[src/rtl/sw_debounce_ctr.sv]
// Slide-switch input conditioner.
// Each raw switch bit is brought into clk_in through a two-flop synchroniser.
// It is then debounced by its own stability counter. The block produces a
// clean level per bit and registered one-cycle rise/fall/any-change strobes.
// Downstream divider and LED-pattern logic can use these strobes to restart
// cleanly on a rate change.
module sw_debounce_ctr #(
  parameter int WIDTH        = 4,
  parameter int DEBOUNCE_CYC = 100000,
  parameter int CNT_W        = 17
) (
  input  logic             clk_in,
  input  logic             rst_n,
  input  logic [WIDTH-1:0] sw_raw,
  output logic [WIDTH-1:0] sw_stable,
  output logic [WIDTH-1:0] sw_rise,
  output logic [WIDTH-1:0] sw_fall,
  output logic             sw_changed
);

  // Last count value before a new level is accepted.
  // With DEBOUNCE_CYC == 1 this is 0, so the first mismatching cycle is accepted.
  localparam logic [CNT_W-1:0] CNT_LAST = CNT_W'(DEBOUNCE_CYC - 1);
  localparam logic [CNT_W-1:0] CNT_ONE  = CNT_W'(1);

  logic [WIDTH-1:0] sync1;
  logic [WIDTH-1:0] sync2;
  logic [CNT_W-1:0] cnt      [WIDTH];
  logic [CNT_W-1:0] cnt_nxt  [WIDTH];
  logic [WIDTH-1:0] stable_nxt;
  logic [WIDTH-1:0] rise_nxt;
  logic [WIDTH-1:0] fall_nxt;

  // Two-flop synchroniser; only sync2 is allowed to reach the debounce logic.
  always_ff @(posedge clk_in or negedge rst_n) begin
    if (!rst_n) begin
      sync1 <= '0;
      sync2 <= '0;
    end else begin
      sync1 <= sw_raw;
      sync2 <= sync1;
    end
  end

  // Per-bit stability count: any cycle that agrees with the accepted level
  // clears the count, so only an uninterrupted run of DEBOUNCE_CYC
  // mismatching cycles moves sw_stable.
  always_comb begin
    stable_nxt = sw_stable;
    rise_nxt   = '0;
    fall_nxt   = '0;
    for (int i = 0; i < WIDTH; i++) begin
      cnt_nxt[i] = cnt[i];
      if (sync2[i] == sw_stable[i]) begin
        cnt_nxt[i] = '0;
      end else if (cnt[i] == CNT_LAST) begin
        cnt_nxt[i]    = '0;
        stable_nxt[i] = sync2[i];
        rise_nxt[i]   = sync2[i];
        fall_nxt[i]   = ~sync2[i];
      end else begin
        cnt_nxt[i] = cnt[i] + CNT_ONE;
      end
    end
  end

  // Registered debounce state and strobes.
  // The strobes appear in the same cycle as the new sw_stable value.
  always_ff @(posedge clk_in or negedge rst_n) begin
    if (!rst_n) begin
      for (int i = 0; i < WIDTH; i++) cnt[i] <= '0;
      sw_stable  <= '0;
      sw_rise    <= '0;
      sw_fall    <= '0;
      sw_changed <= 1'b0;
    end else begin
      for (int i = 0; i < WIDTH; i++) cnt[i] <= cnt_nxt[i];
      sw_stable  <= stable_nxt;
      sw_rise    <= rise_nxt;
      sw_fall    <= fall_nxt;
      sw_changed <= |(rise_nxt | fall_nxt);
    end
  end

endmodule
[config.mk]
export PLATFORM = sky130hd
export DESIGN_NAME = sw_debounce_ctr
export DESIGN_NICKNAME = d
export VERILOG_FILES = /design/src/rtl/sw_debounce_ctr.sv
export SDC_FILE = /design/constraint.sdc
export NUM_CORES = 1
export LEC_CHECK = 0
export CORE_MARGIN = 2
export CORE_UTILIZATION = 35
export DETAILED_ROUTE_END_ITERATION = 6
export GPL_ROUTABILITY_DRIVEN = 1
export PLACE_DENSITY = 0.63
export SETUP_SLACK_MARGIN = 0.2
export SKIP_CTS_REPAIR_TIMING = 1
export SKIP_LAST_GASP = 1
export SLEW_MARGIN = 10
export SYNTH_ARGS = -nofsm -noshare
export SYNTH_HDL_FRONTEND = slang
export SYNTH_SLANG_ARGS = --single-unit
[constraint.sdc]
create_clock -name clk_in -period 1.65 [get_ports clk_in]
set_input_delay 0.33 -clock clk_in [delete_from_list [all_inputs] [get_ports clk_in]]
set_output_delay 0.33 -clock clk_in [all_outputs]
set_load 0.05 [all_outputs]
Word level (Yosys, flattened, before mapping). Cells that the tools add are included.

Input bits: 6. Logic and storage cells: 63. Register bits: 89. Output and inout port bits: 13.

Bitwise logic cells: 9. Equality and inequality tests: 8. Mux-type cells: 24. Reduce and logical (&&, ||, !) cells: 5. Add/sub/neg operators: 4.

Operators by type and width (number): $mux 17 (8); $add 17x1->17 const B (4); $eq 17x17->1 const B (4); $mux 1 (16); $not 1->1 (8); $reduce_and 2->1 (4); $eq 1x1->1 (4); $or 4x4->4 (1); $reduce_or 4->1 (1).

Logic depth before layout (Yosys ltp).
Word-level depth: 5. Depth in mapped cells: 7. Gate-level depth less buffers: 5.

Least setup slack after synthesis. No wires, ideal clock.

Kind: register -> register. From: reg cnt[51] (netlist name). To: reg cnt[57] (netlist name). Setup time: 0.121 ns. Clock period less this slack: 1.709 ns. Stages on the path, launching flop included: 8. Slack: -0.059 ns. Required time: 1.529 ns. Arrival: 1.587 ns. Path buffers: 2. Path through: dfrtp_1 > ha_1 > and4_1 > clkbuf_1 > nand4_1 > nand2_1 > buf_2 > nor2_1.

RTL lines: start, declared (line 28) `logic [CNT_W-1:0] cnt [WIDTH];`.

Worst setup path after layout.
From: reg cnt[59] (netlist name). To: reg sw_stable[0].

Word-level cells in the longest chain between the ends: 2.

Ends and longest elaborated chain: $eq 17x17->1 (line 56) `end else if (cnt[i] == CNT_LAST) begin`; $reduce_and 2->1 (no source line); end signal, assigned (line 78) `sw_stable <= stable_nxt;`; end, declared (line 15) `output logic [WIDTH-1:0] sw_stable,`.

No other way between the ends. A chain may end at the register's enable or synchronous reset.

==> impl_metrics.env <==
export IMPL_status="finished, final reports clean"
export IMPL_crit_type="reg2reg"
export IMPL_critPathMaxStageDelay_ns=0.42
export IMPL_post_place_ws_ns=0.0528
export IMPL_yosysWarnings=0
export IMPL_clock_latency_ns=0.34
export IMPL_drt_iter0_drc=120
export IMPL_finalCritPeriodShare=0.953
export IMPL_rr_worst_depth=4
export IMPL_fmax_mhz=636
export IMPL_leakagePower_nw=2.24
export IMPL_slew_limit_headroom=0.655
export IMPL_cts_made_buffers=9
export IMPL_ys_ff_latch=89
export IMPL_die_x_um=112
export IMPL_io_buffers=18
export IMPL_worst_setup_path_start_kind="flop"
export IMPL_grt_max_degree=90
export IMPL_crit_buf_inv=1
export IMPL_ys_seq_area_frac=0.547
export IMPL_fp_coreArea_mm2=0.0114
export IMPL_power_density_mw_per_mm2=789
export IMPL_grt_pass1_vias=2796
export IMPL_netlist_area_mm2=0.00408
export IMPL_drc_errors=0
export IMPL_slowest_stage="dfrtp_1"
export IMPL_reg2reg_from="cnt[59]"
export IMPL_hp_class="in2async"
export IMPL_hold_viol=0
export IMPL_crit_family="simple AND/OR/NAND/NOR gates"
export IMPL_cp_depth=4
export IMPL_fin_ws_ns=0.0771
export IMPL_fin_skew_ns=0.00522
export IMPL_clock_path_buffers=2
export IMPL_htree_levels=3
export IMPL_num_antenna_cells=0
export IMPL_finalNonFillerCells=609
export IMPL_place_inst=564
export IMPL_die_y_um=112
export IMPL_ios=19
export IMPL_slew_violations=0
export IMPL_clk_pin_slew_ns=0.06
export IMPL_worst_setup_path_end_kind="flop"
export IMPL_drive_gt1_frac=0.408
export IMPL_ir_drop_mv=0.522
export IMPL_synthCells=377
export IMPL_cts_sinks=89
export IMPL_wire_per_inst_um=15.3
export IMPL_vias=3163
export IMPL_path_max_fanout=7
export IMPL_startpoint="cnt[59]"
export IMPL_drt_vias_per_instance=5.19
export IMPL_start_util=0.358
export IMPL_row_count=39
export IMPL_fin_crit_ns=1.57
export IMPL_synth_top_area_share=0.547
export IMPL_maxCapViolCount=0
export IMPL_r2r_end="sw_stable[0]"
export IMPL_worst_pin_slew_ns=0.517
export IMPL_fillers=954
export IMPL_antenna_left=0
export IMPL_gr_total_overflow=0
export IMPL_synthTopCellsByArea="dfrtp_1 55%, xnor2_1 8.2%, nor2_1 6.0%, xor2_1 5.2%, nand4_1 3.2%"
export IMPL_antenna_found_initial=0
export IMPL_synth_cell_type_count=34
export IMPL_dpl_hpwl_um=5250
export IMPL_syn2layout_area_growth_pct=42.2
export IMPL_dr_pass1_iters=4
export IMPL_cp_data_required_time_ns=1.87
export IMPL_arrival_ns=1.80
export IMPL_cts_root_buffer="clkbuf_16"
export IMPL_setup_tns_ns=0
export IMPL_synth_fp_nets=387
export IMPL_ff2ff_setup_slack_ns=0.08
export IMPL_grt_usage=0.135
export IMPL_cts_tree="built"
export IMPL_power_total_mw=4.57
export IMPL_avgSynthCellArea_um2=10.8
export IMPL_globalplace_congestion=0.796
export IMPL_yosysTopAreaCell="dfrtp_1"
export IMPL_final_nets=471
export IMPL_grt_pass1_wl_um=13500
export IMPL_dieArea_mm2=0.0125
export IMPL_path_cells="nor4b_1 > nand4_1 > buf_6 > mux2_2"
export IMPL_rsz0062_at_grt="true"
export IMPL_setup_viol=0
export IMPL_postRouteWirelength_um=9330
[state kept, by name, indices dropped and copies added (netlist names)]
| register | flops |
|---|---|
| cnt | 68 |
| sw_changed | 1 |
| sw_fall | 4 |
| sw_rise | 4 |
| sw_stable | 4 |
| sync1 | 4 |
| sync2 | 4 |
[layout make-up]
cell class / count / area [um2] / area share
multi-input combinational: 279 / 2290 / 0.395
clock inverter: 6 / 66.3 / 0.0114
timing repair buffer: 78 / 757 / 0.131
clock buffer: 10 / 239 / 0.0412
sequential: 89 / 2250 / 0.388
tap: 143 / 179 / 0.0309
inverter: 4 / 15.0 / 0.00259
[report_power, final]
| part | internal (mW) | switching, mW | total, mW | leakage, nW |
|---|---|---|---|---|
| combinational | 0.107 | 0.141 | 0.248 | 0.907 |
| clock | 1.22 | 0.848 | 2.07 | 0.153 |
| sequential | 2.22 | 0.0424 | 2.26 | 1.18 |
| total | 3.54 | 1.03 | 4.57 | 2.24 |
[cell usage after synthesis]
| cell | number |
|---|---|
| xnor2_1 | 38 |
| buf_2 | 5 |
| mux2_2 | 4 |
| nor4b_1 | 6 |
| nor4bb_1 | 6 |
| ha_1 | 4 |
| nand4_4 | 1 |
| a21oi_1 | 4 |
| o31ai_1 | 1 |
| and3_1 | 4 |
| o41ai_1 | 2 |
| inv_1 | 4 |
| dfrtp_1 | 89 |
| o211ai_1 | 1 |
| nand2b_1 | 2 |
| and4b_1 | 2 |
| nand3_2 | 1 |
| o22a_1 | 1 |
| nand4_1 | 21 |
| or3b_1 | 2 |
| nand2_1 | 20 |
| nor4_1 | 12 |
| nor3b_1 | 8 |
| nor2_1 | 65 |
| or4_1 | 1 |
| nand3_4 | 1 |
| o21ai_0 | 1 |
| or3_1 | 2 |
| xor2_1 | 24 |
| nor3_1 | 13 |
| clkbuf_1 | 1 |
| and4bb_2 | 1 |
| and4_1 | 8 |
| nand3_1 | 22 |
[worst max path at each step]
stage / endpoint / slack [ns]
final: sw_stable[0] / 0.08
after global routing: sw_changed / -0.05
after CTS: cnt[66] / 0.03
after detailed placement: cnt[54] / 0.05
after global placement: cnt[53] / 0.09
after floorplan: cnt[62] / 0.10
[routing by layer]
layer  GRT usage  wire length [um]  up-vias  part of all wire
met5           0                 0        -                 0
met4      0.0510               124        0             0.013
met3      0.0403               305       10             0.033
met2       0.209              4810       42              0.52
met1       0.179              4090     1594              0.44
li1            -                 -     1517                 -
[logic make-up after synthesis]
kind of cell	share of synthesized area
mux	0.0111
buf+inv	0.0107
compound gates	0.0163
fa+ha+maj	0.0123
xor+xnor	0.133
simple gates	0.270
flops	0.547
[metrics by stage]
stage                     instance area (um2)  hold slack, ns  utilization
after global routing                     5790          0.0583        0.510
after CTS                                5040          0.0414        0.443
after global placement                   4740           0.331        0.417
final                                    5790         0.00736        0.510
after floorplan                          4140          0.0344            -
after detailed placement                 4740           0.336        0.417
[cell usage in the layout, fill, tap and decap left out, types with 4 or more instances in the layout]
cell type        instances
clkdlybuf4s50_1          4
and3_1                   4
xor2_1                  23
nor3_2                   4
nand3_1                 17
buf_4                   57
nor3_1                   9
nor4b_2                  4
nor2_1                  44
nand4_1                 21
nand3_2                  4
nor3b_2                  5
buf_6                    7
and4_4                   4
buf_12                   8
xnor2_1                 38
and4_1                   4
dfrtp_2                 19
clkbuf_16               11
inv_1                    4
nor2_2                   6
nand2_1                 16
nor4_2                   9
dfrtp_1                 70
nor2_4                  15
Power figures use the tool's default switching activity.
==> edit, RTL diff (same flow settings) <==
`WIDTH`: 4 -> 2.
--- a/src/rtl/sw_debounce_ctr.sv
+++ b/src/rtl/sw_debounce_ctr.sv
@@ -7,3 +7,3 @@
 module sw_debounce_ctr #(
-  parameter int WIDTH        = 4,
+  parameter int WIDTH        = 2,
   parameter int DEBOUNCE_CYC = 100000,
Interface: changed (resized sw_fall, sw_raw, sw_rise and sw_stable); port bits go from 19 to 11. The function was not compared with the original's and may differ.
==> edit against the unedited design <==
- combinational power fell by 60%
- setup slack improved by 25 ps
- routed wire length fell by 57%
- die area shrank 49%
- clock power down 58%
- sequential cell count decreased by 44
- design area shrank 54%
- via count fell by 53%
- power fell by 54%
- synthesized area decreased by 50%
- critical path type unchanged
- largest power group unchanged
==> edit: results (changes against the unedited design) <==
| Metric | Value |
|---|---|
| Root Driver | `clkbuf_8` |
| HP Start | `sync1[1]` |
| Worst VDD drop | `0.547 mV (+4.8%)` |
| Metal1 wirelength | `1750 um (-57%)` |
| Leakage | `1.10 nW (-51%)` |
| Syn_nets | `196 (-49%)` |
| Slew at the pin closest to its max-slew limit | `410 ps (-107 ps)` |
| Crit path launch | `cnt[18]` |
| Netlist cell types | `31 (-8.8%)` |
| Initial antenna violation count | `0 (unchanged)` |
| Max reg flops | `34 (-50%)` |
| Port-buffer cells | `10 (-8)` |
| Clock slew at reported path FFs | `90 ps (+30 ps)` |
| Met3 wire length | `83 um (-73%)` |
| GR Layer Usage met3 | `3.15% (-0.88 points)` |
| Synth top cells by count | `dfrtp_1, nor2_1, xnor2_1` |
| Worst-path maximum fanout | `4 (-3)` |
| Worst EP arrival | `1740 ps (-60 ps)` |
| Clock latency on the worst-skew pair | `300 ps (-40 ps)` |
| CTS sink count | `45 (-49%)` |
| Final HPWL DP | `2680 um (-49%)` |
| Routed wire length | `3980 um (-57%)` |
| CTS Buf Count | `5 (-4)` |
| Tot GR Track Use | `13.7% (+0.27 points)` |
| GP Congestion | `0.804 (+0.98%)` |
| Net count, final | `237 (-50%)` |
| Vias post-DR | `1497 (-53%)` |
| First-pass GRT wire length | `6840 um (-49%)` |
| Area contributors post-synth | `dfrtp_1, xnor2_1, nor2_1` |
| Max incr delay on CP | `400 ps (-20 ps)` |
| Met2 wire length | `2070 um (-57%)` |
| Worst clock skew | `12.3 ps (+7.08 ps)` |
| Layout fillers | `518 (-46%)` |
| R2r setup slk | `100 ps (+20 ps)` |
| Layout cells sized above 1 | `30.6% (-10 points)` |
| Min-delay worst type | `reg2reg` |
| CTS H-Tree Depth | `2 (-1)` |
| Largest net degree at the start of global routing | `30 (-67%)` |
| Status | `completed` |
| Global-route met2 utilization | `23.0% (+2.1 points)` |
| Met1 Usage GRT | `16.7% (-1.2 points)` |
| Register name with the most flops | `cnt` |
| Sequential share of the synthesized area | `55.4% (+0.70 points)` |
| Initial drt markers | `66 (-45%)` |
-- edit: cell count changes after synthesis, sizes merged, moves of 11 or more --
cell / delta
xnor2: -22
nor2: -32
xor2: -11
dfrtp: -44
nand3: -12
nand4: -12
-- edit: logic make-up after synthesis --
| group | Yosys count | synth area share [%] |
|---|---|---|
| AND/OR/NAND/NOR | 99 | 26.0 |
| flip-flops | 45 | 55.4 |
| XOR/XNOR | 29 | 12.5 |
| AO/OA/AOI/OAI | 7 | 2.03 |
| buffers and inverters | 6 | 1.78 |
| multiplexers | 2 | 1.11 |
| adder cells (fa/ha/maj) | 2 | 1.23 |
-- edit: layout make-up --
class                           count  share of cell area [%]
Timing Repair Buffer               38                    12.9
Sequential cell                    45                    42.3
Clock inverter                      3                    1.78
Clock buffer                        5                    2.57
Tap cell                           72                    3.37
Multi-Input combinational cell    139                    36.9
Inverter                            2                   0.281
-- edit: report_power, final --
group	internal (mW)	switching (mW)	leakage [nW]	total (mW)
Combinational	0.0470	0.0514	0.433	0.0985
Clock	0.462	0.410	0.0591	0.872
Sequential	1.12	0.0181	0.610	1.14
Total	1.63	0.479	1.10	2.11
-- edit: path summary, 6_finish.rpt --
check / cells after the start / to
max: 5 / cnt[29]
min: 0 / sync2[1]
max reg2reg: 5 / cnt[29]
min reg2reg: 0 / sync2[1]
max in group asynchronous: 3 / cnt[6]
min in group asynchronous: 2 / cnt[24]
-- edit: through the flow --
| step | cells | area [um2] | hold WS (ps) | setup WS (ps) |
|---|---|---|---|---|
| floorplan | 190 | 2060 | 34.4 | 126 |
| detailed placement | 289 | 2390 | 296 | 86.3 |
| global placement | 289 | 2390 | 298 | 71.4 |
| finish | 304 | 2670 | 361 | 102 |
| global route | 304 | 2670 | 366 | 17.5 |
| CTS | 297 | 2500 | -41.7 | 64.7 |
